**config.mk**
```make
export PLATFORM = sky130hd
export DESIGN_NAME = des_round_sequencer
export DESIGN_NICKNAME = d
export VERILOG_FILES = /design/src/rtl/des_round_sequencer.sv
export SDC_FILE = /design/constraint.sdc
export NUM_CORES = 1
export LEC_CHECK = 0
export BUFFER_PORTS_ARGS = -buffer_cell sky130_fd_sc_hd__clkbuf_2
export CORE_ASPECT_RATIO = 1.5
export CORE_MARGIN = 4
export CORE_UTILIZATION = 25
export DETAILED_ROUTE_END_ITERATION = 8
export PLACE_DENSITY = 0.53
export SYNTH_ARGS = -nofsm -noshare
export SYNTH_HDL_FRONTEND = slang
export SYNTH_SLANG_ARGS = --single-unit
```
**constraint.sdc**
```tcl
create_clock -name clk -period 7.9 [get_ports clk]
set_input_delay 0.395 -clock clk [delete_from_list [all_inputs] [get_ports clk]]
set_output_delay 0.395 -clock clk [all_outputs]
set_load 0.05 [all_outputs]
```
**src/rtl/des_round_sequencer.sv**
```systemverilog
// Iterative DES round controller: drives an external registered Feistel round unit and runs the C/D key schedule.
// Optional abort input is compiled in when DES_SEQ_ABORT_EN is defined.
module des_round_sequencer #(
  parameter int NUM_ROUNDS = 16
) (
  input  logic        clk,
  input  logic        rst_n,
  input  logic        in_valid,
  output logic        in_ready,
  input  logic [63:0] in_data,
  input  logic [55:0] in_key_cd,
  input  logic        in_decrypt,
  output logic [31:0] round_l_o,
  output logic [31:0] round_r_o,
  output logic [55:0] round_cd_o,
  input  logic [31:0] round_l_i,
  input  logic [31:0] round_r_i,
  output logic        out_valid,
  input  logic        out_ready,
  output logic [63:0] out_data,
  output logic        busy_o,
`ifdef DES_SEQ_ABORT_EN
  input  logic        abort_i,
`endif
  output logic [4:0]  round_idx_o
);

  typedef enum logic [1:0] {S_IDLE, S_ROUND, S_CAPTURE, S_DONE} state_e;

  localparam logic [4:0] LAST = 5'(NUM_ROUNDS);

  function automatic logic shift2(input logic [4:0] r);
    return !(r == 5'd1 || r == 5'd2 || r == 5'd9 || r == 5'd16);
  endfunction

  function automatic logic [27:0] rol28(input logic [27:0] x, input logic two);
    return two ? {x[25:0], x[27:26]} : {x[26:0], x[27]};
  endfunction

  function automatic logic [27:0] ror28(input logic [27:0] x, input logic two);
    return two ? {x[1:0], x[27:2]} : {x[0], x[27:1]};
  endfunction

  state_e      state_q;
  logic [4:0]  cnt_q;
  logic [31:0] l0_q, r0_q;
  logic        dec_q;
  logic [55:0] cd_q, cd_d;
  logic        out_valid_q;
  logic [63:0] out_data_q;
  logic        abort;
  logic [4:0]  sidx;
  logic        two;

`ifdef DES_SEQ_ABORT_EN
  assign abort = abort_i;
`else
  assign abort = 1'b0;
`endif

  // Encrypt walks the schedule forward (key for round cnt+1); decrypt walks it backward.
  assign sidx = dec_q ? (5'd17 - cnt_q) : (cnt_q + 5'd1);
  assign two  = shift2(sidx);
  assign cd_d = dec_q ? {ror28(cd_q[55:28], two), ror28(cd_q[27:0], two)}
                      : {rol28(cd_q[55:28], two), rol28(cd_q[27:0], two)};

  always_ff @(posedge clk or negedge rst_n) begin
    if (!rst_n) begin
      state_q     <= S_IDLE;
      cnt_q       <= '0;
      l0_q        <= '0;
      r0_q        <= '0;
      dec_q       <= 1'b0;
      cd_q        <= '0;
      out_valid_q <= 1'b0;
      out_data_q  <= '0;
    end else begin
      case (state_q)
        S_IDLE: if (in_valid) begin
          l0_q    <= in_data[63:32];
          r0_q    <= in_data[31:0];
          dec_q   <= in_decrypt;
          cnt_q   <= 5'd1;
          cd_q    <= in_decrypt ? in_key_cd
                                : {rol28(in_key_cd[55:28], 1'b0), rol28(in_key_cd[27:0], 1'b0)};
          state_q <= S_ROUND;
        end
        S_ROUND: begin
          if (abort) begin
            cnt_q   <= '0;
            state_q <= S_IDLE;
          end else if (cnt_q == LAST) begin
            cnt_q   <= '0;
            state_q <= S_CAPTURE;
          end else begin
            cnt_q <= cnt_q + 5'd1;
            cd_q  <= cd_d;
          end
        end
        S_CAPTURE: begin
          if (abort) begin
            state_q <= S_IDLE;
          end else begin
            out_data_q  <= {round_r_i, round_l_i};
            out_valid_q <= 1'b1;
            state_q     <= S_DONE;
          end
        end
        S_DONE: if (out_ready) begin
          out_valid_q <= 1'b0;
          state_q     <= S_IDLE;
        end
        default: state_q <= S_IDLE;
      endcase
    end
  end

  // Round 1 feeds the latched block; later rounds loop the round unit's registered output back.
  always_comb begin
    round_l_o = l0_q;
    round_r_o = r0_q;
    if (state_q == S_ROUND && cnt_q != 5'd1) begin
      round_l_o = round_l_i;
      round_r_o = round_r_i;
    end
  end

  assign round_cd_o  = cd_q;
  assign in_ready    = (state_q == S_IDLE);
  assign busy_o      = (state_q != S_IDLE);
  assign out_valid   = out_valid_q;
  assign out_data    = out_data_q;
  assign round_idx_o = cnt_q;

endmodule

```
==> results.py <==
metrics = {
    "status": {
        "status": "completed",
    },
    "cts": {
        "clk_latency_ns": 0.45,
        "h-tree-depth": 4,
        "post_cts_resized": 0,
        "cts.reportedPaths.clkPinSlew_ns": 0.09,
        "clockRootBuffer": "clkbuf_16",
        "cts_buffer_depth": 2,
        "cts_setup_buffers": 0,
        "cts_tree": "built",
        "clkSinkCount": 193,
        "numCtsBuffers": 17,
    },
    "routing": {
        "drcViolationCount": 0,
        "wl_per_cell_um": 20.9,
        "vias": 9679,
        "vias_per_cell": 5.06,
        "first_pass_iters": 5,
        "ant_nets": 0,
        "first_iter_violations": 407,
        "finalWirelength_mm": 39.9,
    },
    "logic_synthesis": {
        "synthCells": 1008,
        "syn_nets": 1206,
        "synth_edf_count": 0,
        "netlist_area_um2": 11200,
        "syn_area_per_cell_um2": 11.1,
        "synth_cell_types": 55,
        "synth-async-reset-ratio_pct": 100,
        "synth_ff_type": "dfrtp_1",
        "yosysSeqAreaShare_pct": 43.3,
        "yosys_warnings": 0,
        "synth_seq_cells": 193,
    },
    "die": {
        "die_h_um": 267,
        "ios": 381,
        "core_um2": 44000,
        "row_count": 94,
        "fp.dieW_um": 181,
        "initial_core_util_pct": 25.4,
        "dieArea_um2": 48200,
    },
    "sta": {
        "clock_skew_ns": 0.0146,
        "max-slew-margin-rel_pct": 27.8,
        "drv_slew": 0,
        "tns_ns": 0,
        "worst_slew_pin_slew_ns": 1.08,
        "timing.final.crit_share_pct": 48.4,
        "max_freq_mhz": 262,
        "min_period_ns": 3.82,
        "setup_viol": 0,
        "hold_violations": 0,
        "rsz0062_at_grt": "no",
    },
    "cells_and_area": {
        "nets": 1523,
        "antenna_cells": 0,
        "drive_gt1_share_pct": 49.9,
        "layout-area-overhead-vs-synth_pct": 26.8,
        "final_core_util_pct": 32.2,
    },
    "global_route": {
        "antenna_found_initial": 4,
        "grt_pass1_wl_mm": 61.5,
        "overflow": 0,
        "grt_use_total_pct": 16.1,
        "grt_max_degree": 98,
        "grt_pass1_vias": 10100,
    },
    "placed_design": {
        "port-buffer-count": 380,
        "gp_congestion": 0.813,
        "dp_hpwl_mm": 28.3,
    },
    "setup_path": {
        "critPathKind": "flip-flop to flip-flop",
        "start_kind": "flip-flop",
        "cp-end-kind": "flip-flop",
        "critical_path.max_fanout": 72,
        "required_ns": 8.19,
        "critical_path_arrival_ns": 4.11,
    },
    "flow_run": {
        "max_cap_viol_count": 0,
    },
    "worst_hold_path": {
        "hold_path.class": "primary input to flip-flop",
    },
}
## registers in the layout, indices dropped and copies added, names as in the netlist
register,cells
round_cd_o,56
out_valid,1
out_data,64
r0_q,32
dec_q,1
state_q,2
round_idx_o,5
l0_q,32
## cells in the mapped netlist (3+ instances only)
library cell	count	area share, %
ha_1	9	1.0
a221oi_1	36	2.8
a21boi_0	15	1.0
nor3_1	6	0.27
nand2_1	26	0.87
mux2i_1	24	2.2
a211o_1	4	0.31
buf_2	8	0.36
mux2_2	201	20
o2111ai_1	4	0.31
nor2b_1	71	4.0
nor2_1	43	1.4
o21ai_1	3	0.13
a2111oi_0	39	3.1
a22o_1	25	2.0
buf_6	3	0.30
a211oi_2	10	1.1
a21oi_1	14	0.63
and3_1	12	0.67
inv_1	12	0.40
clkbuf_1	81	2.7
nand3_1	13	0.58
o21ai_0	74	3.3
a211oi_1	29	1.9
dfrtp_1	193	43
o211ai_1	4	0.27
and3b_1	4	0.31
a21bo_2	4	0.36
a221oi_2	10	1.3
## placed cells by master, fill, tap and decap left out, types with 24 or more instances in the layout
master / count
nor2_1: 42
a211oi_1: 29
a22o_1: 25
o21ai_0: 74
mux2i_1: 24
nand2_1: 24
mux2_2: 201
a221oi_1: 36
a2111oi_0: 39
clkbuf_2: 378
dfrtp_1: 192
nor2b_1: 71
## metrics by stage
stage | instance area [um^2] | std cells | hold WS, ns | setup slack [ns]
after detailed placement | 13500 | 1881 | 0.439 | 3.96
after global placement | 13500 | 1881 | 0.441 | 4.11
after CTS | 14200 | 1914 | 0.127 | 3.96
after floorplan | 11200 | 1008 | 0.0994 | 4.84
final | 14200 | 1914 | 0.163 | 4.08
after global routing | 14200 | 1914 | 0.130 | 3.69
## final timing paths
check	from	endpoint	slack, ns	depth (start not counted)
max	state_q[0]$_DFFE_PN0P_	round_cd_o[29]$_DFFE_PN0P_	4.08	9
min	in_data[34]	l0_q[2]$_DFFE_PN0P_	0.16	2
max reg2reg	state_q[0]$_DFFE_PN0P_	round_cd_o[29]$_DFFE_PN0P_	4.08	9
min reg2reg	l0_q[21]$_DFFE_PN0P_	l0_q[21]$_DFFE_PN0P_	0.51	1
max in group asynchronous	rst_n	l0_q[9]$_DFFE_PN0P_	6.04	3
min in group asynchronous	rst_n	round_cd_o[4]$_DFFE_PN0P_	0.51	2
## what timing repair did
action                                 in CTS  in global routing
hold buffers                                1                  0
endpoints found under the hold margin      59                  0
setup endpoints to repair                   0                  0
## kinds of logic after synthesis
kind of cell	share of synthesized area, %
muxes	23.0
DFF	43.3
xor gates and xnor gates	0.303
buffers and inverters	3.85
AOI/OAI and AO/OA	19.6
adders and majority gates	1.01
and+or+nand+nor	9.04
## per-layer routing
layer | wire, um | vias up | GRT usage (%)
li1 | - | 4446 | -
met3 | 2680 | 59 | 4.34
met1 | 15400 | 4780 | 18.6
met4 | 1160 | 6 | 5.48
met5 | 41 | - | 0
met2 | 20700 | 388 | 28.7
## worst max-delay path: stages, from the launching register on
cell      delay (ns)
dfrtp_1         0.41
inv_1           0.11
ha_1            0.30
nand2_4         0.57
a21boi_1        0.43
a21oi_2         0.20
buf_4           0.32
nand2_1         0.68
a221oi_1        0.49
a221oi_1        0.13
## area by class of cell
cell class,instances,area [um^2]
multi-input combinational,709,5930
clock buffer,18,439
fill,4609,29800
timing repair buffer,392,2010
sequential,193,4830
clock inverter,14,190
inverter,12,45.0
tap,576,721
Power is left out: the tool's default activity adds up to more than one toggle a clock period on the data nets, which glitch-free logic cannot reach.
